`src/rtl/pulse_stretcher.sv`:
```
`default_nettype none
// +--------------------------------------------------------------------------+
// | pulse_stretcher: stretches single-cycle clk_en events into fixed-length  |
// | high pulses with a guaranteed low gap, replaying a bounded backlog.      |
// | Rev 1.0                                                                  |
// +--------------------------------------------------------------------------+
module pulse_stretcher #(
  parameter int HOLD_CYCLES = 5,
  parameter int GAP_CYCLES  = 2,
  parameter int PEND_W      = 3
) (
  input  logic              clk,
  input  logic              rst,
  input  logic              clk_en,
  output logic              pb_out,
  output logic              busy,
  output logic [PEND_W-1:0] pending,
  output logic              overflow
);

  localparam int MAX_CYC = (HOLD_CYCLES > GAP_CYCLES) ? HOLD_CYCLES : GAP_CYCLES;
  localparam int CNT_W   = $clog2(MAX_CYC + 1);

  localparam logic [CNT_W-1:0]  C_HOLD_LOAD = CNT_W'(HOLD_CYCLES - 1);
  localparam logic [CNT_W-1:0]  C_GAP_LOAD  = CNT_W'(GAP_CYCLES - 1);
  localparam logic [PEND_W-1:0] C_PEND_MAX  = '1;

  typedef enum logic [1:0] {
    ST_IDLE = 2'd0,
    ST_HIGH = 2'd1,
    ST_GAP  = 2'd2
  } state_t;

  state_t             state_q,    state_d;
  logic [CNT_W-1:0]   cnt_q,      cnt_d;
  logic [PEND_W-1:0]  pending_q,  pending_d;
  logic               overflow_q, overflow_d;
  logic               pb_out_q,   pb_out_d;
  logic               busy_q,     busy_d;

  logic cnt_zero;
  logic pend_zero;
  logic start;
  logic inc;
  logic dec;

  // The counter is loaded with length-1 so that "expired" means cnt==0 in the
  // last cycle of a phase; the transition then happens on that edge.
  always_comb begin
    cnt_zero  = (cnt_q == '0);
    pend_zero = (pending_q == '0);

    start = ((state_q == ST_IDLE) && clk_en) ||
            ((state_q == ST_GAP) && cnt_zero && (!pend_zero || clk_en));

    // Backlog is serviced before the live input.
    dec = start && !pend_zero;
    inc = clk_en && !(start && pend_zero);
  end

  always_comb begin
    state_d = state_q;
    cnt_d   = cnt_q;

    case (state_q)
      ST_IDLE: begin
        if (start) begin
          state_d = ST_HIGH;
          cnt_d   = C_HOLD_LOAD;
        end
      end
      ST_HIGH: begin
        if (cnt_zero) begin
          state_d = ST_GAP;
          cnt_d   = C_GAP_LOAD;
        end else begin
          cnt_d = cnt_q - 1'b1;
        end
      end
      ST_GAP: begin
        if (start) begin
          state_d = ST_HIGH;
          cnt_d   = C_HOLD_LOAD;
        end else if (cnt_zero) begin
          state_d = ST_IDLE;
        end else begin
          cnt_d = cnt_q - 1'b1;
        end
      end
      default: begin
        state_d = ST_IDLE;
        cnt_d   = '0;
      end
    endcase

    pb_out_d = (state_d == ST_HIGH);
    busy_d   = (state_d != ST_IDLE);
  end

  // A simultaneous inc and dec cancel, so a full backlog never overflows then.
  always_comb begin
    pending_d  = pending_q;
    overflow_d = overflow_q;

    case ({inc, dec})
      2'b10: begin
        if (pending_q == C_PEND_MAX) begin
          overflow_d = 1'b1;
        end else begin
          pending_d = pending_q + 1'b1;
        end
      end
      2'b01:   pending_d = pending_q - 1'b1;
      default: pending_d = pending_q;
    endcase
  end

  always_ff @(posedge clk) begin
    if (rst) begin
      state_q    <= ST_IDLE;
      cnt_q      <= '0;
      pending_q  <= '0;
      overflow_q <= 1'b0;
      pb_out_q   <= 1'b0;
      busy_q     <= 1'b0;
    end else begin
      state_q    <= state_d;
      cnt_q      <= cnt_d;
      pending_q  <= pending_d;
      overflow_q <= overflow_d;
      pb_out_q   <= pb_out_d;
      busy_q     <= busy_d;
    end
  end

  assign pb_out   = pb_out_q;
  assign busy     = busy_q;
  assign pending  = pending_q;
  assign overflow = overflow_q;

endmodule
`default_nettype wire
```
`config.mk`:
```
export PLATFORM = sky130hd
export DESIGN_NAME = pulse_stretcher
export DESIGN_NICKNAME = d
export VERILOG_FILES = /design/src/rtl/pulse_stretcher.sv
export SDC_FILE = /design/constraint.sdc
export NUM_CORES = 1
export LEC_CHECK = 0
export BUFFER_PORTS_ARGS = -buffer_cell sky130_fd_sc_hd__buf_2
export CORE_AREA = 2 2 39 41
export DETAILED_ROUTE_END_ITERATION = 10
export DIE_AREA = 0 0 41 43
export GPL_ROUTABILITY_DRIVEN = 0
export HOLD_SLACK_MARGIN = 0.02
export PLACE_DENSITY = 0.66
export SLEW_MARGIN = 30
export SYNTH_ARGS = -nofsm -noshare
export SYNTH_HDL_FRONTEND = slang
export SYNTH_SLANG_ARGS = --single-unit
```
`constraint.sdc`:
```
create_clock -name clk -period 3 [get_ports clk]
set_input_delay 0 -clock clk [delete_from_list [all_inputs] [get_ports clk]]
set_output_delay 0 -clock clk [all_outputs]
set_load 0.01 [all_outputs]
```
After elaboration in Yosys (flattened, before gate mapping). Cells that the tools add are included.

Latch bits: 0. Memories kept: 0. Bits in registers: 11. Memory bits (read-only): 0. Bits in writable memories: 0.

Order comparisons: 0. Add/sub/neg operators: 3. Multiply operators: 0. Equal/unequal tests: 9. Shift-type cells: 0. Div/mod/pow operators: 0. Multiplexer cells: 12. Reductions and logical operators: 18. Bitwise operators: 0.

Operators with widths (number): $mux 3 (5); $pmux 3 s3 (1); $mux 2 (4); $eq 2x1->1 const B (3); $logic_and 1x1->1 (6); $logic_not 3->1 (2); $pmux 2 s3 (1); $pmux 3 s2 (1); $reduce_and 2->1 (3); $sub 3x1->3 const B (2); $eq 2x2->1 const B (2); $ne 2x2->1 const B (2); $reduce_bool 2->1 (2); $add 3x1->3 const B (1); $eq 3x3->1 const B (1); $ne 3x3->1 const B (1); $logic_not 1->1 (2); $logic_not 2->1 (1); $logic_or 1x1->1 (2).

Depth between registers and ports, before layout. Gate-level depths: netlist (run 1).

Depth in word-level cells: 11. Mapped depth: 11. Gate-level depth less buffers: 10.

Worst setup path after synthesis (run 1). No wires, ideal clock.

Path type: register to register. Start point: register cnt_q[0]. End point: register pending_q[2] (netlist: pending[2]). Arrival: 2217 ps. Cell stages (with the launch flop): 12. Setup time: 121 ps. Slack: 662 ps. Cell sequence: dfxtp_1 > inv_1 > ha_1 > ha_1 > clkbuf_1 > nand4bb_1 > or2b_1 > fa_1 > inv_1 > nor3_1 > a31oi_1 > mux2_2.

Longest elaborated chain between the ends: 10.

RTL lines: from (decl) (line 35) `logic [CNT_W-1:0] cnt_q, cnt_d;`; from (signal assigned) (line 128) `cnt_q <= cnt_d;`; $logic_not 3->1 * (line 50) `cnt_zero = (cnt_q == '0);`; $logic_and 1x1->1 * (2 in series) (line 54) `((state_q == ST_GAP) && cnt_zero && (!pend_zero || clk_en));`; $logic_or 1x1->1 * (line 53) `start = ((state_q == ST_IDLE) && clk_en) ||`; $logic_and 1x1->1 (line 58) `inc = clk_en && !(start && pend_zero);`; $logic_not 1->1 (line 58); $logic_and 1x1->1 (line 58); $eq 2x2->1 or $eq 2x1->1 (tied branches) (line 105) `case ({inc, dec})`; $ne 2x2->1 (no line) or $reduce_bool 2->1 (tied branches); $reduce_and 2->1 (no line); to (signal assigned) (line 129) `pending_q <= pending_d;`; to (decl) (line 36) `logic [PEND_W-1:0] pending_q, pending_d;`.

Mark *: on every way between the ends. The rest lies on a longest branch, timed or not. A chain may end at the register's enable or synchronous reset.

Final worst setup path (run 1). Ends and elaborated chain as after synthesis.

==> results of run 1 <==
==> final cells by class <==
class / instances / area, um2
timing repair buffer: 8 / 40.0
clock buffer: 4 / 26.3
multi-input combinational: 51 / 358
fill: 137 / 686
inverter: 9 / 33.8
sequential: 11 / 220
tap: 16 / 20.0
==> kinds of logic after synthesis <==
group / Yosys count / synth area share
DFF: 11 / 0.349
muxes: 2 / 0.0357
and+or+nand+nor: 25 / 0.234
AOI/OAI and AO/OA: 19 / 0.192
buffers and inverters: 14 / 0.0833
adders and majority gates: 4 / 0.0913
xor gates and xnor gates: 1 / 0.0139
==> registers in the layout (all words and copies together), names as in the netlist <==
register / flops
busy: 1
cnt_q: 3
overflow: 1
pb_out: 1
pending: 3
state_q: 2
==> cells in the final DEF, fill, tap and decap left out, types with 2 or more instances in the layout <==
cell type | Yosys | routed
a211oi_1 | 2 | 2
a21oi_1 | 5 | 5
a31oi_1 | 4 | 4
buf_2 | 0 | 8
clkbuf_4 | 0 | 3
dfxtp_1 | 11 | 11
ha_1 | 3 | 3
inv_1 | 9 | 9
mux2_2 | 2 | 2
nand2b_1 | 2 | 2
nor2_1 | 9 | 9
nor2b_1 | 3 | 3
nor3_1 | 3 | 3
o21ai_0 | 2 | 2
==> power by group through the flow <==
stage	sequential [mW]	clock, mW	combinational (mW)
floorplan	0.194	0	0.128
global placement	0.201	0	0.153
detailed placement	0.201	0	0.156
CTS	0.198	0.107	0.157
global route	0.202	0.112	0.176
finish	0.198	0.103	0.155
==> through the flow <==
stage	area [um2]	std cells	utilization	hold slack, ns	power (mW)
finish	698	99	0.505	0.0345	0.457
global route	698	99	0.505	0.0495	0.490
CTS	698	99	0.505	0.0323	0.462
detailed placement	672	95	0.486	0.317	0.358
global placement	672	95	0.486	0.319	0.354
floorplan	631	76	-	0.180	0.321
==> per-layer routing <==
metal	routed length, um	vias to the layer above
met3	37	3
met4	25	0
li1	-	274
met1	566	223
met2	511	6
met5	0	-
==> critical path, stage by stage (launching register included) <==
cell       delay [ns]
dfxtp_1          0.31
inv_1            0.08
ha_1             0.17
ha_1             0.32
nand4bb_1        0.19
or2b_1           0.27
fa_1             0.36
inv_1            0.08
nor3_1           0.05
a31oi_1          0.16
mux2_2           0.34
==> path summary, 6_finish.rpt <==
kind / end / depth (start not counted)
worst max-delay path: pending[2] / 10
worst max register to register: pending[2] / 10
worst min-delay path: cnt_q[1] / 2
worst min register to register: overflow / 2
==> flow_summary.json, run 1 <==
{
  "status": "complete, no violations",
  "finalClockSkew_ns": 0.00123,
  "initial_core_util": 0.456,
  "min_from": "rst",
  "synthArstFlopShare": 0,
  "grtUsageMet1": 0.219,
  "syn_to_final_growth_pct": 10.7,
  "vias": 506,
  "die_height_um": 43,
  "worst_slew_pin_slew_ns": 0.412,
  "globalRouteTotalUtil": 0.161,
  "cts_max_path_buffers": 2,
  "crit_path_start": "cnt_q[0]",
  "antenna_found_initial": 0,
  "finalNetCount": 91,
  "drc": 0,
  "rr_startpoint": "cnt_q[0]",
  "p_per_area_nw_per_um2": 655,
  "syn_avg_cell_area_um2": 8.30,
  "intPower_mw": 0.294,
  "boundaryPins": 9,
  "setup_viol_count_final": 0,
  "clkPwrFrac": 0.226,
  "rsz0062_at_grt": "false",
  "preCtsSetupSlack_ns": 0.572,
  "layout-drive-gt1-share": 0.205,
  "maxSlewViolCount": 0,
  "yosysTopAreaCell": "dfxtp_1",
  "synth_edf_count": 0,
  "yosys.area.top_type_share": 0.349,
  "layout_worst_path_cycle_share": 0.815,
  "clk_pin_slew_ns": 0.07,
  "critical_path_arrival_ns": 2.61,
  "ctsHoldBuffers": 0,
  "cts.sink_count": 11,
  "syn_area_um2": 631,
  "path_class": "reg2reg",
  "yosysWarnings": 0,
  "grt_pass1_vias": 467,
  "postCtsSetupRepairBufs": 0,
  "postSynthCellCount": 76,
  "max_freq_mhz": 409,
  "peakVddDrop_mv": 0.288,
  "num_antenna_cells": 0,
  "relSlewSlack": 0.725,
  "root_buffer": "clkbuf_4",
  "clk_latency_ns": 0.27,
  "r2r_setup_slack_ns": 0.56,
  "ant_nets": 0,
  "endpoint_kind": "flop",
  "busiest_layer": "met1",
  "vias_per_cell": 5.11,
  "core_area_um2": 1380,
  "grt_pass1_wl_um": 1920,
  "hold_viol": 0,
  "cts_tree": "done",
  "synthDistinctLibCells": 30,
  "synthTopCellsByArea": "dfxtp_1 (35%), ha_1 (6.0%), inv_1 (5.4%), nor2_1 (5.4%), a21oi_1 (4.0%)",
  "yosysSeqAreaShare": 0.349,
  "dieArea_um2": 1760,
  "critPathRequiredTime_ns": 3.17,
  "post-route-min-period_ns": 2.44,
  "numCtsBuffers": 3,
  "maxCapViolCount": 0,
  "met2_usage": 0.216,
  "ys_top_cells_by_count": "dfxtp_1 (11), inv_1 (9), nor2_1 (9), a21oi_1 (5)",
  "min-delay-path-class": "in2reg",
  "dpl.hpwl_um": 852,
  "ys_ff_latch": 11,
  "p_leak_nw": 0.306,
  "p_sw_frac": 0.356,
  "use_met3": 0.0471,
  "synth.net_count": 83,
  "firstDrtPassIters": 2,
  "p_sw_mw": 0.163,
  "chipWidth_um": 41,
  "gr-total-overflow": 0,
  "cp-start-kind": "flop",
  "core.rowCount": 14,
  "io_buffers": 8,
  "synth_flop_cell": "dfxtp_1",
  "synth_most_common_cell": "dfxtp_1",
  "wl_per_cell_um": 11.5,
  "ctsResizeCount": 0,
  "setup_slack_ns": 0.556,
  "first_iter_violations": 10,
  "h-tree-depth": 1,
  "grt_max_degree": 15,
  "sequentialPowerShare": 0.434,
  "tns_ns": 0,
  "cp_max_fo": 10,
  "wl_um": 1140,
  "pwr-share-comb": 0.340
}
No activity file was read; power rests on OpenSTA's default activity.
==> inputs of run 2 (changes only) <==
- clock period: 3 -> 2.3 ns (I/O delays scaled with it)
==> run 2 against run 1 <==
  * Combinational power is 68% higher
  * Critical endpoint unchanged
  * Wire length is 3.2% higher
  * Count of clock-buffer cells in the layout unchanged
  * Die area unchanged
  * First-iteration DRC count decreased by 30%
  * Clock skew up 0.00067 ns
  * Global-route usage grew 0.95 points
  * Hold slack better by 0.019 ns
  * Via count grew 7.7%
  * Utilization rose by 4.0 points
  * Sequential share of layout area decreased by 2.3 points
  * Worst setup slack got worse by 0.42 ns
==> flow_summary.json, run 2 (same netlist as run 1, synthesis figures left out) <==
{
  "status": "complete, no violations",
  "setup_slack_ns": 0.134,
  "final_cell_mix": "dfxtp_1 (11), nor2_1 (9), inv_1 (8), buf_2 (8), a21oi_1 (5)",
  "layout_worst_path_cycle_share": 0.942,
  "wl_um": 1180,
  "peakVddDrop_mv": 0.483,
  "h-tree-depth": 1,
  "p_per_area_nw_per_um2": 842,
  "die_height_um": 43,
  "syn_to_final_growth_pct": 19.4,
  "crit_path_top_delay_cell": "fa_1",
  "drc": 0,
  "tns_ns": 0,
  "gr-total-overflow": 0,
  "root_buffer": "clkbuf_4",
  "setup_viol_count_final": 0,
  "critPathRequiredTime_ns": 2.46,
  "cts_tree": "done",
  "met2_usage": 0.253,
  "relSlewSlack": 0.807,
  "cp-start-kind": "flop",
  "rsz0062_at_grt": "false",
  "first_iter_violations": 7,
  "min-delay-path-class": "in2reg",
  "p_sw_mw": 0.221,
  "p_leak_nw": 0.328,
  "clk_latency_ns": 0.26,
  "postCtsSetupRepairBufs": 0,
  "clkPwrFrac": 0.205,
  "layout_commonest_cell": "dfxtp_1",
  "intPower_mw": 0.413,
  "use_met3": 0.0471,
  "max_freq_mhz": 462,
  "vias_per_cell": 5.29,
  "firstDrtPassIters": 4,
  "numCtsBuffers": 3,
  "antenna_found_initial": 0,
  "globalRouteTotalUtil": 0.171,
  "vias": 545,
  "layout-drive-gt1-share": 0.276,
  "nFillCells": 129,
  "multi_input_area_um2": 383,
  "cts_max_path_buffers": 2,
  "pwr-share-comb": 0.411,
  "chipWidth_um": 41,
  "cp_max_fo": 2,
  "crit_path_max_incr_delay_ns": 0.37,
  "grt_pass1_wl_um": 1970,
  "regArea_um2": 220,
  "grtUsageMet1": 0.200,
  "sequentialPowerShare": 0.385,
  "critical_path_arrival_ns": 2.33,
  "cts.sink_count": 11,
  "ant_nets": 0,
  "p_sw_frac": 0.348,
  "boundaryPins": 9,
  "maxCapViolCount": 0,
  "core_area_um2": 1380,
  "grt_max_degree": 14,
  "hold_viol": 0,
  "worst_slew_pin_slew_ns": 0.288,
  "finalClockSkew_ns": 0.00190,
  "wl_per_cell_um": 11.4,
  "busiest_layer": "met2",
  "num_antenna_cells": 0,
  "crit_chain": "inv_1 > ha_4 > ha_4 > nand4bb_1 > or2b_1 > fa_1 > inv_1 > nor3_1 > a31oi_1 > mux2_2",
  "ctsHoldBuffers": 0,
  "maxSlewViolCount": 0,
  "ctsResizeCount": 0,
  "grt_pass1_vias": 489,
  "initial_core_util": 0.456,
  "dieArea_um2": 1760,
  "preCtsSetupSlack_ns": 0.0756,
  "io_buffers": 8,
  "path_class": "reg2reg",
  "dpl.hpwl_um": 883,
  "core.rowCount": 14,
  "clk_pin_slew_ns": 0.07,
  "post-route-min-period_ns": 2.17,
  "finalNetCount": 95,
  "endpoint_kind": "flop"
}
run 2: cell type report:
cell class,instances,area share
flip-flops and latches,11,0.292
clock buffers,4,0.0349
multi-input cells,51,0.508
repair buffers,12,0.0930
inverters,9,0.0449
well taps,16,0.0266
run 2: metrics by stage:
| stage | util | std cells | power [mW] | cell area (um2) | hold WS [ns] |
|---|---|---|---|---|---|
| 2_1_floorplan | - | 76 | 0.421 | 632 | 0.180 |
| 3_3_place_gp | 0.507 | 99 | 0.482 | 702 | 0.321 |
| 3_5_place_dp | 0.507 | 99 | 0.485 | 702 | 0.321 |
| 4_1_cts | 0.526 | 103 | 0.617 | 728 | 0.0419 |
| 5_1_grt | 0.544 | 103 | 0.686 | 753 | 0.0586 |
| 6_report | 0.544 | 103 | 0.634 | 753 | 0.0531 |
run 2: worst paths after layout:
path / start / end / slack, ns / cells past startpoint
max reg2reg: cnt_q[1] / pending[2] / 0.13 / 10
min: rst / cnt_q[1] / 0.05 / 2
min reg2reg: overflow / overflow / 0.49 / 2
max: cnt_q[1] / pending[2] / 0.13 / 10
run 2: routing by layer:
layer	vias up	part of all wire
met3	2	0.026
met2	6	0.51
met1	252	0.45
met4	0	0.010
met5	-	0
li1	285	-
run 2: power by group through the flow:
stage          Sequential (mW)  Combinational, mW  Clock (mW)
2_1_floorplan            0.252              0.169           0
3_3_place_gp             0.245              0.237           0
3_5_place_dp             0.247              0.238           0
4_1_cts                  0.243              0.240       0.134
5_1_grt                  0.247              0.297       0.143
6_report                 0.244              0.260       0.130
run 2: worst max-delay path, delay by kind of cell (launching register included):
| kind | cells | cell delay [ns] |
|---|---|---|
| AOI/OAI and AO/OA | 1 | 0.17 |
| DFF | 1 | 0.31 |
| and+or+nand+nor | 3 | 0.42 |
| adders and majority gates | 3 | 0.64 |
| muxes | 1 | 0.35 |
| buffers and inverters | 2 | 0.17 |
==> inputs of run 3 (changes only) <==
- CELL_PAD_IN_SITES_DETAIL_PLACEMENT: unset -> 2
- CELL_PAD_IN_SITES_GLOBAL_PLACEMENT: unset -> 2
- CORE_AREA: 2 2 39 41 -> unset
- CORE_ASPECT_RATIO: unset -> 1.4
- CORE_MARGIN: unset -> 2
- CORE_UTILIZATION: unset -> 31
- DIE_AREA: 0 0 41 43 -> unset
- PLACE_DENSITY: 0.66 -> 0.71
==> run 3 against run 2 <==
  * Via count is 5.0% higher
  * First-iteration DRC count is 29% lower
  * Maximum frequency is 0.33% lower
  * Non-clock buffer count stayed put
  * Combinational power is 6% higher
  * Die area is 37% higher
  * Critical path depth stayed put
  * Highest routed layer unchanged
  * Count of clock-buffer cells in the layout stayed put
  * Largest cell class unchanged
==> flow_summary.json, run 3 (same netlist as run 1, synthesis figures left out) <==
{
  "initial_core_util": 0.323,
  "die_height_um": 57.4,
  "drc": 0,
  "grt_max_degree": 14,
  "cts_max_path_buffers": 2,
  "postCtsSetupRepairBufs": 0,
  "critical_path_arrival_ns": 2.35,
  "worst_slew_pin_slew_ns": 0.302,
  "crit_path_start": "cnt_q[0]",
  "num_antenna_cells": 0,
  "setup_viol_count_final": 0,
  "numCtsBuffers": 3,
  "hold_slack_ns": 0.0432,
  "endpoint_kind": "flop",
  "r2r_setup_slack_ns": 0.13,
  "final_cell_mix": "nor2_1 (9), dfxtp_1 (9), buf_2 (8), inv_1 (6), a21oi_1 (5)",
  "critPathRequiredTime_ns": 2.48,
  "wl_per_cell_um": 15.8,
  "root_buffer": "clkbuf_4",
  "gr-total-overflow": 0,
  "p_per_area_nw_per_um2": 878,
  "antenna_found_initial": 0,
  "dieArea_um2": 2420,
  "rr_startpoint": "cnt_q[0]",
  "clk_pin_slew_ns": 0.07,
  "maxSlewViolCount": 0,
  "nFillCells": 246,
  "grt_pass1_vias": 654,
  "cp_max_fo": 3,
  "cts.sink_count": 11,
  "globalRouteTotalUtil": 0.158,
  "syn_to_final_growth_pct": 19.6,
  "vias_per_cell": 5.30,
  "firstDrtPassIters": 2,
  "hold_viol": 0,
  "cts_tree": "done",
  "fin_util": 0.387,
  "min_from": "rst",
  "boundaryPins": 9,
  "grt_pass1_wl_um": 2840,
  "core.rowCount": 19,
  "relSlewSlack": 0.797,
  "chipWidth_um": 42.1,
  "path_class": "reg2reg",
  "h-tree-depth": 1,
  "finalClockSkew_ns": 0.00198,
  "clk_latency_ns": 0.28,
  "min-delay-path-class": "in2reg",
  "first_iter_violations": 5,
  "tns_ns": 0,
  "status": "complete, no violations",
  "finalNetCount": 95,
  "p_leak_nw": 0.325,
  "max_freq_mhz": 460,
  "post-route-min-period_ns": 2.17,
  "ant_nets": 0,
  "rsz0062_at_grt": "false",
  "cp-start-kind": "flop",
  "vias": 572,
  "dpl.hpwl_um": 1240,
  "core_area_um2": 1950,
  "layout_worst_path_cycle_share": 0.945,
  "io_buffers": 8,
  "layout-drive-gt1-share": 0.333,
  "peakVddDrop_mv": 0.526,
  "wl_um": 1710,
  "maxCapViolCount": 0
}
run 3: cell count changes in the layout (fill, tap and decap cells not counted), moves of 2 or more:
cell	previous run	this run
dfxtp_1	11	9
dfxtp_2	0	2
inv_1	8	6
inv_2	1	3
run 3: report_power, final:
| part | internal (mW) | switching (mW) | total (mW) |
|---|---|---|---|
| logic | 0.124 | 0.152 | 0.276 |
| clock network | 0.0674 | 0.0731 | 0.141 |
| registers | 0.225 | 0.0216 | 0.246 |
run 3: worst paths after layout:
path,end,cells after the start
hold reg to reg,overflow,2
hold / removal,cnt_q[1],2
setup reg to reg,pending[2],10
setup / recovery,pending[2],10
run 3: through the flow:
step	power, mW	instance area [um2]	setup slack [ns]	cells
after global placement	0.492	708	0.0867	104
final	0.663	754	0.127	108
after floorplan	0.421	632	0.0554	76
after global routing	0.710	754	0.00241	108
after CTS	0.644	742	0.0442	108
after detailed placement	0.500	708	0.00721	104
run 3: area by class of cell:
class | count | area, um2 | share of cell area
Inverter | 9 | 33.8 | 0.0448
Clock buffer | 4 | 26.3 | 0.0348
Sequential cell | 11 | 223 | 0.295
Tap cell | 21 | 26.3 | 0.0348
Timing Repair Buffer | 12 | 70.1 | 0.0929
Multi-Input combinational cell | 51 | 375 | 0.498
run 3: routing by layer:
metal / global-route usage / vias to the layer above / wire, um
met1: 0.158 / 278 / 718
met5: 0 / - / 0
met3: 0.0285 / 5 / 39
met4: 0.0938 / 0 / 46
met2: 0.299 / 7 / 905
li1: - / 282 / -
run 3: timing repair:
item / 4_1_cts / 5_1_grt
resized for setup: 4 / 5
pin swaps: 0 / 1
hold buffers: 0 / 0
setup endpoints to repair: 1 / 1
run 3: critical path: stages, from the launching register on:
cell and delay (ns):
dfxtp_2 0.33, inv_2 0.06, ha_2 0.19, ha_4 0.14
nand4bb_1 0.13, or2b_1 0.26, fa_2 0.34, inv_2 0.07
nor3_1 0.05, a31oi_1 0.17, mux2_2 0.34
